`config.mk`:
```
export PLATFORM = sky130hd
export DESIGN_NAME = uart_hid_decoder
export DESIGN_NICKNAME = d
export VERILOG_FILES = /design/src/rtl/uart_hid_decoder.sv
export SDC_FILE = /design/constraint.sdc
export NUM_CORES = 1
export LEC_CHECK = 0
export ABC_AREA = 1
export ABC_CLOCK_PERIOD_IN_PS = 2000
export CAP_MARGIN = 0
export CORE_MARGIN = 2
export CORE_UTILIZATION = 30
export DETAILED_ROUTE_END_ITERATION = 12
export REMOVE_ABC_BUFFERS = 1
export SLEW_MARGIN = 40
export SYNTH_ARGS = -nofsm -noshare
export SYNTH_HDL_FRONTEND = slang
export SYNTH_SLANG_ARGS = --single-unit
```
`constraint.sdc`:
```
create_clock -name clk -period 2 [get_ports clk]
set_input_delay 0.6 -clock clk [delete_from_list [all_inputs] [get_ports clk]]
set_output_delay 0.6 -clock clk [all_outputs]
set_load 0.03 [all_outputs]
```
`src/rtl/uart_hid_decoder.sv`:
```
// Decodes ASCII HID report lines ("K..", "M..", "G..") received on an 8N1 UART
// into the usb_hid_host-style report signal set.
module uart_hid_decoder #(
    parameter int CLK_FREQ = 12000000,
    parameter int BAUD     = 115200
) (
    input  logic       clk,
    input  logic       resetn,
    input  logic       uart_rx,
    output logic [1:0] usb_type,
    output logic       usb_report,
    output logic [7:0] key_modifiers,
    output logic [7:0] key1,
    output logic [7:0] key2,
    output logic [7:0] key3,
    output logic [7:0] key4,
    output logic [7:0] mouse_btn,
    output logic [7:0] mouse_dx,
    output logic [7:0] mouse_dy,
    output logic       game_l,
    output logic       game_r,
    output logic       game_u,
    output logic       game_d,
    output logic       game_a,
    output logic       game_b,
    output logic       game_x,
    output logic       game_y,
    output logic       game_sel,
    output logic       game_sta,
    output logic       err
);
    localparam int DIV  = CLK_FREQ / BAUD;
    localparam int HALF = DIV / 2;
    localparam int CW   = $clog2(DIV + 1);
    localparam logic [CW-1:0] DIV_LAST  = CW'(DIV - 1);
    localparam logic [CW-1:0] HALF_LAST = CW'(HALF - 1);
    localparam logic [CW-1:0] CNT_ONE   = CW'(1);
    localparam logic [CW-1:0] CNT_ZERO  = CW'(0);

    typedef enum logic [1:0] {RX_IDLE = 2'd0, RX_START = 2'd1, RX_DATA = 2'd2, RX_STOP = 2'd3} rx_state_e;
    typedef enum logic [1:0] {P_IDLE = 2'd0, P_COLLECT = 2'd1, P_DISCARD = 2'd2} p_state_e;

    // Returns {valid, nibble} for an ASCII hex digit of either case.
    function automatic logic [4:0] hex_decode(input logic [7:0] c);
        logic [4:0] r;
        if (c >= 8'h30 && c <= 8'h39) begin
            r = {1'b1, c[3:0]};
        end else if ((c >= 8'h41 && c <= 8'h46) || (c >= 8'h61 && c <= 8'h66)) begin
            r = {1'b1, c[3:0] + 4'd9};
        end else begin
            r = 5'd0;
        end
        return r;
    endfunction

    logic            rx_meta_q, rx_sync_q, rx_prev_q;
    rx_state_e       rx_state_q, rx_state_d;
    logic [CW-1:0]   rx_cnt_q, rx_cnt_d;
    logic [2:0]      rx_bit_q, rx_bit_d;
    logic [7:0]      rx_shift_q, rx_shift_d;
    logic            fall_s, byte_valid_s, frame_err_s;

    p_state_e        p_state_q, p_state_d;
    logic [3:0]      dig_cnt_q, dig_cnt_d, need_q, need_d;
    logic [1:0]      kind_q, kind_d;
    logic [39:0]     acc_q, acc_d;
    logic            err_s, commit_s, is_term_s;
    logic [4:0]      hex_s;

    logic [1:0]      usb_type_q;
    logic            report_q, err_q;
    logic [39:0]     key_q;
    logic [23:0]     mouse_q;
    logic [9:0]      game_q;

    // Two-flop synchronizer plus a delayed copy for falling-edge detection.
    always_ff @(posedge clk or negedge resetn) begin
        if (!resetn) begin
            rx_meta_q <= 1'b1;
            rx_sync_q <= 1'b1;
            rx_prev_q <= 1'b1;
        end else begin
            rx_meta_q <= uart_rx;
            rx_sync_q <= rx_meta_q;
            rx_prev_q <= rx_sync_q;
        end
    end

    assign fall_s = rx_prev_q & ~rx_sync_q;

    // Receiver state register.
    always_ff @(posedge clk or negedge resetn) begin
        if (!resetn) begin
            rx_state_q <= RX_IDLE;
            rx_cnt_q   <= CNT_ZERO;
            rx_bit_q   <= 3'd0;
            rx_shift_q <= 8'd0;
        end else begin
            rx_state_q <= rx_state_d;
            rx_cnt_q   <= rx_cnt_d;
            rx_bit_q   <= rx_bit_d;
            rx_shift_q <= rx_shift_d;
        end
    end

    // Receiver next state: mid-start check, then one sample per bit period.
    always_comb begin
        rx_state_d = rx_state_q;
        rx_cnt_d   = rx_cnt_q;
        rx_bit_d   = rx_bit_q;
        rx_shift_d = rx_shift_q;
        case (rx_state_q)
            RX_IDLE: begin
                rx_cnt_d = CNT_ZERO;
                if (fall_s) begin
                    rx_state_d = RX_START;
                end else begin
                    rx_state_d = RX_IDLE;
                end
            end
            RX_START: begin
                if (rx_cnt_q == HALF_LAST) begin
                    rx_cnt_d   = CNT_ZERO;
                    rx_bit_d   = 3'd0;
                    rx_state_d = rx_sync_q ? RX_IDLE : RX_DATA;
                end else begin
                    rx_cnt_d = rx_cnt_q + CNT_ONE;
                end
            end
            RX_DATA: begin
                if (rx_cnt_q == DIV_LAST) begin
                    rx_cnt_d   = CNT_ZERO;
                    rx_shift_d = {rx_sync_q, rx_shift_q[7:1]};
                    if (rx_bit_q == 3'd7) begin
                        rx_state_d = RX_STOP;
                    end else begin
                        rx_bit_d = rx_bit_q + 3'd1;
                    end
                end else begin
                    rx_cnt_d = rx_cnt_q + CNT_ONE;
                end
            end
            RX_STOP: begin
                if (rx_cnt_q == DIV_LAST) begin
                    rx_cnt_d   = CNT_ZERO;
                    rx_state_d = RX_IDLE;
                end else begin
                    rx_cnt_d = rx_cnt_q + CNT_ONE;
                end
            end
            default: rx_state_d = RX_IDLE;
        endcase
    end

    // Receiver outputs: byte strobe or framing error on the stop sample.
    always_comb begin
        byte_valid_s = 1'b0;
        frame_err_s  = 1'b0;
        if (rx_state_q == RX_STOP && rx_cnt_q == DIV_LAST) begin
            byte_valid_s = rx_sync_q;
            frame_err_s  = ~rx_sync_q;
        end else begin
            byte_valid_s = 1'b0;
            frame_err_s  = 1'b0;
        end
    end

    assign hex_s     = hex_decode(rx_shift_q);
    assign is_term_s = (rx_shift_q == 8'h0D) || (rx_shift_q == 8'h0A);

    // Line parser state register.
    always_ff @(posedge clk or negedge resetn) begin
        if (!resetn) begin
            p_state_q <= P_IDLE;
            dig_cnt_q <= 4'd0;
            need_q    <= 4'd0;
            kind_q    <= 2'd0;
            acc_q     <= 40'd0;
        end else begin
            p_state_q <= p_state_d;
            dig_cnt_q <= dig_cnt_d;
            need_q    <= need_d;
            kind_q    <= kind_d;
            acc_q     <= acc_d;
        end
    end

    // Line parser next state, plus the commit/err strobes for this byte.
    always_comb begin
        p_state_d = p_state_q;
        dig_cnt_d = dig_cnt_q;
        need_d    = need_q;
        kind_d    = kind_q;
        acc_d     = acc_q;
        err_s     = 1'b0;
        commit_s  = 1'b0;
        if (frame_err_s) begin
            err_s     = 1'b1;
            p_state_d = P_DISCARD;
        end else if (byte_valid_s) begin
            case (p_state_q)
                P_IDLE: begin
                    dig_cnt_d = 4'd0;
                    acc_d     = 40'd0;
                    case (rx_shift_q)
                        8'h4B: begin p_state_d = P_COLLECT; need_d = 4'd10; kind_d = 2'd1; end
                        8'h4D: begin p_state_d = P_COLLECT; need_d = 4'd6;  kind_d = 2'd2; end
                        8'h47: begin p_state_d = P_COLLECT; need_d = 4'd4;  kind_d = 2'd3; end
                        8'h0D, 8'h0A: p_state_d = P_IDLE;
                        default: begin err_s = 1'b1; p_state_d = P_DISCARD; end
                    endcase
                end
                P_COLLECT: begin
                    if (is_term_s) begin
                        p_state_d = P_IDLE;
                        commit_s  = (dig_cnt_q == need_q);
                        err_s     = (dig_cnt_q != need_q);
                    end else if (hex_s[4] && dig_cnt_q != need_q) begin
                        acc_d     = {acc_q[35:0], hex_s[3:0]};
                        dig_cnt_d = dig_cnt_q + 4'd1;
                    end else begin
                        err_s     = 1'b1;
                        p_state_d = P_DISCARD;
                    end
                end
                P_DISCARD: begin
                    if (is_term_s) begin
                        p_state_d = P_IDLE;
                    end else begin
                        p_state_d = P_DISCARD;
                    end
                end
                default: p_state_d = P_IDLE;
            endcase
        end else begin
            p_state_d = p_state_q;
        end
    end

    // Registered outputs: fields of the committed type update, others hold.
    always_ff @(posedge clk or negedge resetn) begin
        if (!resetn) begin
            usb_type_q <= 2'd0;
            report_q   <= 1'b0;
            err_q      <= 1'b0;
            key_q      <= 40'd0;
            mouse_q    <= 24'd0;
            game_q     <= 10'd0;
        end else begin
            report_q <= commit_s;
            err_q    <= err_s;
            if (commit_s) begin
                usb_type_q <= kind_q;
                case (kind_q)
                    2'd1:    key_q   <= acc_q;
                    2'd2:    mouse_q <= acc_q[23:0];
                    2'd3:    game_q  <= acc_q[9:0];
                    default: game_q  <= game_q;
                endcase
            end
        end
    end

    assign usb_type      = usb_type_q;
    assign usb_report    = report_q;
    assign err           = err_q;
    assign key_modifiers = key_q[39:32];
    assign key1          = key_q[31:24];
    assign key2          = key_q[23:16];
    assign key3          = key_q[15:8];
    assign key4          = key_q[7:0];
    assign mouse_btn     = mouse_q[23:16];
    assign mouse_dx      = mouse_q[15:8];
    assign mouse_dy      = mouse_q[7:0];
    assign game_l        = game_q[0];
    assign game_r        = game_q[1];
    assign game_u        = game_q[2];
    assign game_d        = game_q[3];
    assign game_a        = game_q[4];
    assign game_b        = game_q[5];
    assign game_x        = game_q[6];
    assign game_y        = game_q[7];
    assign game_sel      = game_q[8];
    assign game_sta      = game_q[9];
endmodule

```
==> metrics.md, run 1 <==
| Metric | Value |
|---|---|
| Die width | 153 um |
| Crit path largest cell delay | 360 ps |
| Area grow syn2layout | 30.3% |
| Post-route cell area | 0.00864 sq mm |
| Post-synthesis cell type count | 34 |
| TritonCTS Buffers | 17 |
| Vias in the first global route | 4709 |
| CTS H-Tree Depth | 4 |
| Tightest Hold Check Type | input pin to async pin |
| Antenna diodes | 0 |
| Drt wl/cell | 14.0 um |
| Post-DP Area | 0.00781 sq mm |
| # port buffers | 80 |
| Nets | 833 |
| Clock root buffer | clkbuf_16 |
| Crit path buf inv count | 3 |
| Clock Sink Count | 151 |
| Iteration-0 DRC Markers | 296 |
| Setup TNS | 0 ps |
| Status | finished, final reports clean |
| # IOs | 81 |
| Final wirelength | 15.6 mm |
| Crit Path Max Fanout | 21 |
| Syn avg cell area | 9.42 sq um |
| Placed Cells incl. Taps | 1059 |
| Peak supply drop | 459 uV |
| Cell repeated most along the worst path | nand2_2 |
| Slew Limit Fails | 0 |
| Top post-synthesis cells by area | dfrtp_1 56%, nand2_1 13%, o21ai_2 5.4% |
| Detail Placement HPWL | 9.81 mm |
| CTS tree | yes |
| Final hold viol count | 0 |
| Antenna violations before repair | 0 |
| Worst-Skew Late Latency | 430 ps |
| DRC Markers | 0 |
| Max clock buf depth | 2 |
| Global-route wire length before repair | 24.5 mm |
| FMAX | 518 MHz |
| CP cell instances | ha_2 > nand2_2 > nor2_4 > nand3_4 > nor2_8 > buf_4 > o21ai_2 > inv_1 > nand2_2 > clkbuf_16 > nand2_1 > o21ai_0 |
| Reg clk slew, reported paths | 60 ps |
| Core Region | 0.0218 sq mm |
| RSZ-0062 raised after global routing | true |
| Gr usage total | 13.0% |
| Yosys reg bits | 151 |
| R2r setup slk | 70 ps |
| Fillers | 2180 |
| Pleak | 4.52 nW |
| CP delay by family, top | simple AND/OR/NAND/NOR gates |
| Register area share after synthesis | 57.0% |
| Die area | 0.0233 sq mm |
| Slowest CP cell | dfrtp_1 |
| Pin count of the biggest net entering global routing | 49 |
| Synth warnings | 0 |
| RD Place Congestion | 0.830 |
| Vias after detailed routing | 4997 |
| Critical Path Source Type | flop |
| Die Ht | 153 um |
| Vias per inst | 4.50 |
| Worst Setup End Kind | flop |
| Antenna viol nets, final | 0 |
| Rows | 54 |
| WP data required | 2300 ps |
| Post-synth EDFFs | 0 |
| Synthesized area | 0.00663 sq mm |
| Synth area leader | dfrtp_1 |
| Fraction of registers with async set/reset | 100% |
| Final Cycle Share | 96.5% |
| CP Class | flop to flop |
| Final critical-path setup slack | 70.2 ps |
| Ys flop type | dfrtp_1 |
| Post-route non-filler standard cell count | 1110 |
| Pre-CTS setup slack | 31.1 ps |
| Setup Viol. Count Final | 0 |
| Clock Skew | 6.64 ps |
| Initial Utilization | 30.5% |
| Synth top area share | 55.9% |
| Max-cap violations | 0 |
| DR pass1 iterations | 4 |
| Slew HR | 69.5% |
| Slew @ Worst Pin | 458 ps |
| Top-count cell post-synth | nand2_1 |
| Pwr/cell area | 797 mW/mm^2 |
| Layout cells sized above 1 | 18.0% |
| Synthesized instance count | 704 |
| Total gr overflow | 0 |
| Worst Path Arrival | 2230 ps |
| Top cells by count, synth | 223 x nand2_1, 148 x dfrtp_1, 63 x inv_1 |
| Hold Buf Count CTS | 0 |
| Fin crit period | 1930 ps |
==> routing by layer <==
metal	up-vias	global-route usage, %	wire length (um)
met5	-	0	0
li1	2491	-	-
met4	0	4.06	356
met3	23	4.24	715
met1	2387	17.8	7440
met2	96	19.6	7090
==> registers in the layout (all words and copies together) (netlist names), 2 cells and up, named ones only <==
register	count
p_state_q	2
mouse_q	24
rx_shift_q	8
need_q	3
rx_cnt_q	7
rx_bit_q	3
dig_cnt_q	4
usb_type	2
acc_q	40
game_q	10
key_q	40
==> power breakdown <==
group          total [mW]  switching [mW]  internal, mW  leakage [nW]
clock                3.28            1.26          2.01         0.287
combinational       0.419           0.262         0.157          2.14
sequential           3.18          0.0610          3.12          2.09
==> repair_timing <==
| action | in CTS | in global routing |
|---|---|---|
| pin swaps | 0 | 4 |
| endpoints found under the hold margin | 0 | 0 |
| cloned | 0 | 7 |
| setup buffers | 0 | 14 |
| gates resized for setup | 78 | 21 |
| setup endpoints to repair | 78 | 100 |
==> through the flow <==
stage | utilization, % | power, mW | hold WS (ps)
CTS | 38.2 | 6.93 | 115
detailed placement | 35.9 | 3.64 | 349
finish | 39.7 | 6.88 | 110
global placement | 35.9 | 3.64 | 347
floorplan | - | 3.47 | 304
global route | 39.7 | 7.17 | 127
==> path summary, 6_finish.rpt <==
kind / startpoint / endpoint / depth (start not counted)
hold reg to reg: rx_meta_q / rx_sync_q / 0
setup / recovery: rx_cnt_q[0] / acc_q[4] / 12
setup reg to reg: rx_cnt_q[0] / acc_q[4] / 12
hold / removal: resetn / acc_q[35] / 1
min in group clk: rx_meta_q / rx_sync_q / 0
max in group asynchronous: resetn / acc_q[19] / 2
==> cells by family after synthesis <==
group           after synthesis  synth area share [%]
simple gates                330                  22.2
flops                       151                  57.0
compound gates              118                  11.4
buf+inv                      90                  6.76
fa+ha+maj                    11                  2.08
xor+xnor                      4                 0.528
==> cell usage in the layout, fill, tap and decap left out, drive strengths merged, types with 2 or more instances in the layout <==
cell type / count
nor2: 43
a31oi: 2
inv: 65
dfstp: 3
dfrtp: 148
bufinv: 3
nand4: 7
a21oi: 5
ha: 11
o21ai: 108
xnor2: 2
xor2: 2
clkinv: 4
dlygate4sd2: 78
buf: 39
o21bai: 2
nand3: 45
clkinvlp: 3
clkbuf: 23
nand2: 230
==> layout make-up <==
type / count / area [sq um] / share of cell area, %
multi-input combinational: 463 / 2450 / 28.4
inverter: 64 / 240 / 2.78
clock buffer: 19 / 453 / 5.24
clock inverter: 11 / 149 / 1.72
tap: 280 / 350 / 4.06
sequential: 151 / 3780 / 43.8
timing repair buffer: 122 / 1210 / 14.0
Power figures use the tool's default switching activity.
==> run 2: changes to the inputs <==
- CORE_MARGIN: 2 -> 5
==> metrics.md, run 2 (synthesis results as in run 1) <==
| Metric | Value |
|---|---|
| Global-route wire length before repair | 24.4 mm (-0.17%) |
| Area grow syn2layout | 27.4% |
| Vias after detailed routing | 4920 (-1.5%) |
| Detail Placement HPWL | 10.3 mm (+4.8%) |
| Met3 WL post-DR | 833 um (+17%) |
| Pin count of the biggest net entering global routing | 49 (unchanged) |
| Path depth of the worst reg2reg path | 10 (-2) |
| Slew Limit Fails | 0 (unchanged) |
| CTS H-Tree Depth | 4 (unchanged) |
| Clock root buffer | clkbuf_16 |
| Critical Path Source Type | flop |
| Total gr overflow | 0 (unchanged) |
| Clock Skew | 10.5 ps (+3.88 ps) |
| Slew @ Worst Pin | 391 ps (-66.8 ps) |
| Vias in the first global route | 4819 (+2.3%) |
| Pwr Total | 6.87 mW (-0.13%) |
| Tightest Hold Check Type | input pin to async pin |
| Reg clk slew, reported paths | 70 ps (about the same) |
| Peak supply drop | 490 uV (+6.6%) |
| Max-cap violations | 0 (unchanged) |
| Antenna violations before repair | 0 (unchanged) |
| Most frequent cells in the layout | 221 x nand2_1, 148 x dfrtp_1, 78 x dlygate4sd2_1 |
| Commonest non-fill, non-tap cell in the layout | nand2_1 |
| R2r setup slk | 120 ps (+50 ps) |
| Status | finished, final reports clean |
| Fin crit period | 1880 ps (-51.9 ps) |
| # port buffers | 80 (unchanged) |
| Pint | 5.15 mW (-2.7%) |
| Final hold viol count | 0 (unchanged) |
| Metal-1 WL | 6.81 mm (-8.4%) |
| Crit Path Max Fanout | 30 (+43%) |
| Setup Viol. Count Final | 0 (unchanged) |
| Met2 wire length | 7.17 mm (+1.1%) |
| Sw Pwr | 1.72 mW (+8.4%) |
| Largest registers | acc_q x40, key_q x40, mouse_q x24 |
| Clock Sink Count | 151 (unchanged) |
| Worst Path Arrival | 2190 ps (-40 ps) |
| Max clock buf depth | 2 (unchanged) |
| Sequential fraction of design power | 46.2% (about the same) |
| Pre-CTS setup slack | 49.5 ps (+18.4 ps) |
| Rows | 54 (unchanged) |
| Final wirelength | 15.0 mm (-4.0%) |
| Final critical-path setup slack | 122 ps (+51.9 ps) |
| Die width | 159 um (+3.9%) |
| Drt wl/cell | 13.7 um (-2.8%) |
| DRC Markers | 0 (unchanged) |
| Final hold slack | 75.2 ps (-34.4 ps) |
| Core Region | 0.0218 sq mm (+0.31%) |
| Sw Share | 25.0% (+2.0 points) |
| # IOs | 81 (unchanged) |
| Die Ht | 159 um (+3.9%) |
| Gr usage total | 12.1% (-0.86 points) |
| RSZ-0062 raised after global routing | true |
| RR Startpoint | rx_cnt_q[0] |
| Setup TNS | 0 ps (unchanged) |
| Slew HR | 73.9% (+4.5 points) |
| Worst Setup End Kind | flop |
| Initial Utilization | 30.4% (-0.094 points) |
| RD Place Congestion | 0.824 (-0.77%) |
| Antenna viol nets, final | 0 (unchanged) |
| DR pass1 iterations | 5 (+1) |
| Antenna diodes | 0 (unchanged) |
| TritonCTS Buffers | 17 (unchanged) |
| Layout cells sized above 1 | 15.4% (-2.5 points) |
| Top layer in use | met4 |
| WP data required | 2310 ps (about the same) |
| Iteration-0 DRC Markers | 266 (-10%) |
| Worst-Skew Late Latency | 420 ps (about the same) |
| CP Class | flop to flop |
| FMAX | 533 MHz (+2.8%) |
| Final Cycle Share | 93.9% (-2.6 points) |
| Combinational Power Share | 5.8% (-0.3 points) |
| Worst reg2reg path endpoint | key_q[19] |
| CTS tree | yes |
| Pleak | 4.42 nW (-2.3%) |
| Nets | 817 (-1.9%) |
| Clock share of power | 48.0% (+0.4 points) |
| Pwr/cell area | 814 mW/mm^2 (+2.1%) |
| Vias per inst | 4.49 (-0.28%) |
| Die area | 0.0252 sq mm (+8.0%) |
-- run 2: changes by cell type in the layout (fill, tap and decap cells not counted), moves of 2 or more --
cell	previous run	this run
clkinv_8	0	2
ha_2	2	0
ha_1	9	11
nand2_2	11	5
buf_6	6	3
clkbuf_16	21	18
nor2_4	2	4
clkbuf_8	2	0
nand2_1	216	221
inv_6	1	4
inv_8	0	2
buf_4	25	13
-- run 2: repair_timing --
item,CTS,global route
gates resized for setup,78,13
gates cloned,0,3
hold buffers,0,0
pin swaps,0,5
buffers inserted,0,5
hold endpoints to repair,0,0
setup endpoints to repair,78,69
-- run 2: power by group through the flow --
| stage | Clock [mW] | Sequential, mW | Combinational, mW |
|---|---|---|---|
| final | 3.30 | 3.18 | 0.396 |
| after global routing | 3.54 | 3.19 | 0.473 |
| after CTS | 3.39 | 3.18 | 0.402 |
| after floorplan | 0 | 3.22 | 0.243 |
| after detailed placement | 0 | 3.24 | 0.399 |
| after global placement | 0 | 3.23 | 0.395 |
-- run 2: worst max-delay path by stage --
stage | start | endpoint | slack (ps) | depth (start not counted)
final | rx_cnt_q[0] | key_q[19] | 120 | 10
after global routing | rx_cnt_q[0] | key_q[29] | -20 | 10
after CTS | rx_cnt_q[0] | p_state_q[0] | 40 | 7
after detailed placement | rx_cnt_q[0] | acc_q[4] | 50 | 9
after global placement | rx_shift_q[0] | acc_q[7] | 80 | 10
after floorplan | rx_shift_q[0] | acc_q[0] | -280 | 10
-- run 2: area by class of cell --
| type | instances | area, sq um |
|---|---|---|
| clock buffer | 17 | 425 |
| clock inverter | 15 | 188 |
| fill | 2177 | 13400 |
| inverter | 64 | 240 |
| multi-input combinational | 465 | 2450 |
| sequential | 151 | 3780 |
| tap | 280 | 350 |
| timing repair buffer | 104 | 1010 |
-- run 2: worst max-delay path, stage by stage, from the launching register on --
cell,delay [ps]
dfrtp_1,370
ha_1,190
nand2_1,120
nor2_4,130
nand3_2,150
nor2_8,180
buf_12,130
nand4_4,130
buf_12,200
nand2_1,90
o21ai_2,50
-- run 2: per-layer routing --
metal | vias up | GRT usage [%]
met3 | 17 | 3.56
li1 | 2453 | -
met4 | 0 | 3.45
met1 | 2357 | 16.0
met2 | 93 | 19.5
met5 | - | 0
-- run 2: metrics by stage --
stage	utilization, %	instance area [sq um]	instances
5_1_grt	38.7	8450	1096
6_report	38.7	8450	1096
2_1_floorplan	-	6420	678
3_5_place_dp	35.7	7800	1056
4_1_cts	38.1	8310	1088
3_3_place_gp	35.7	7800	1056
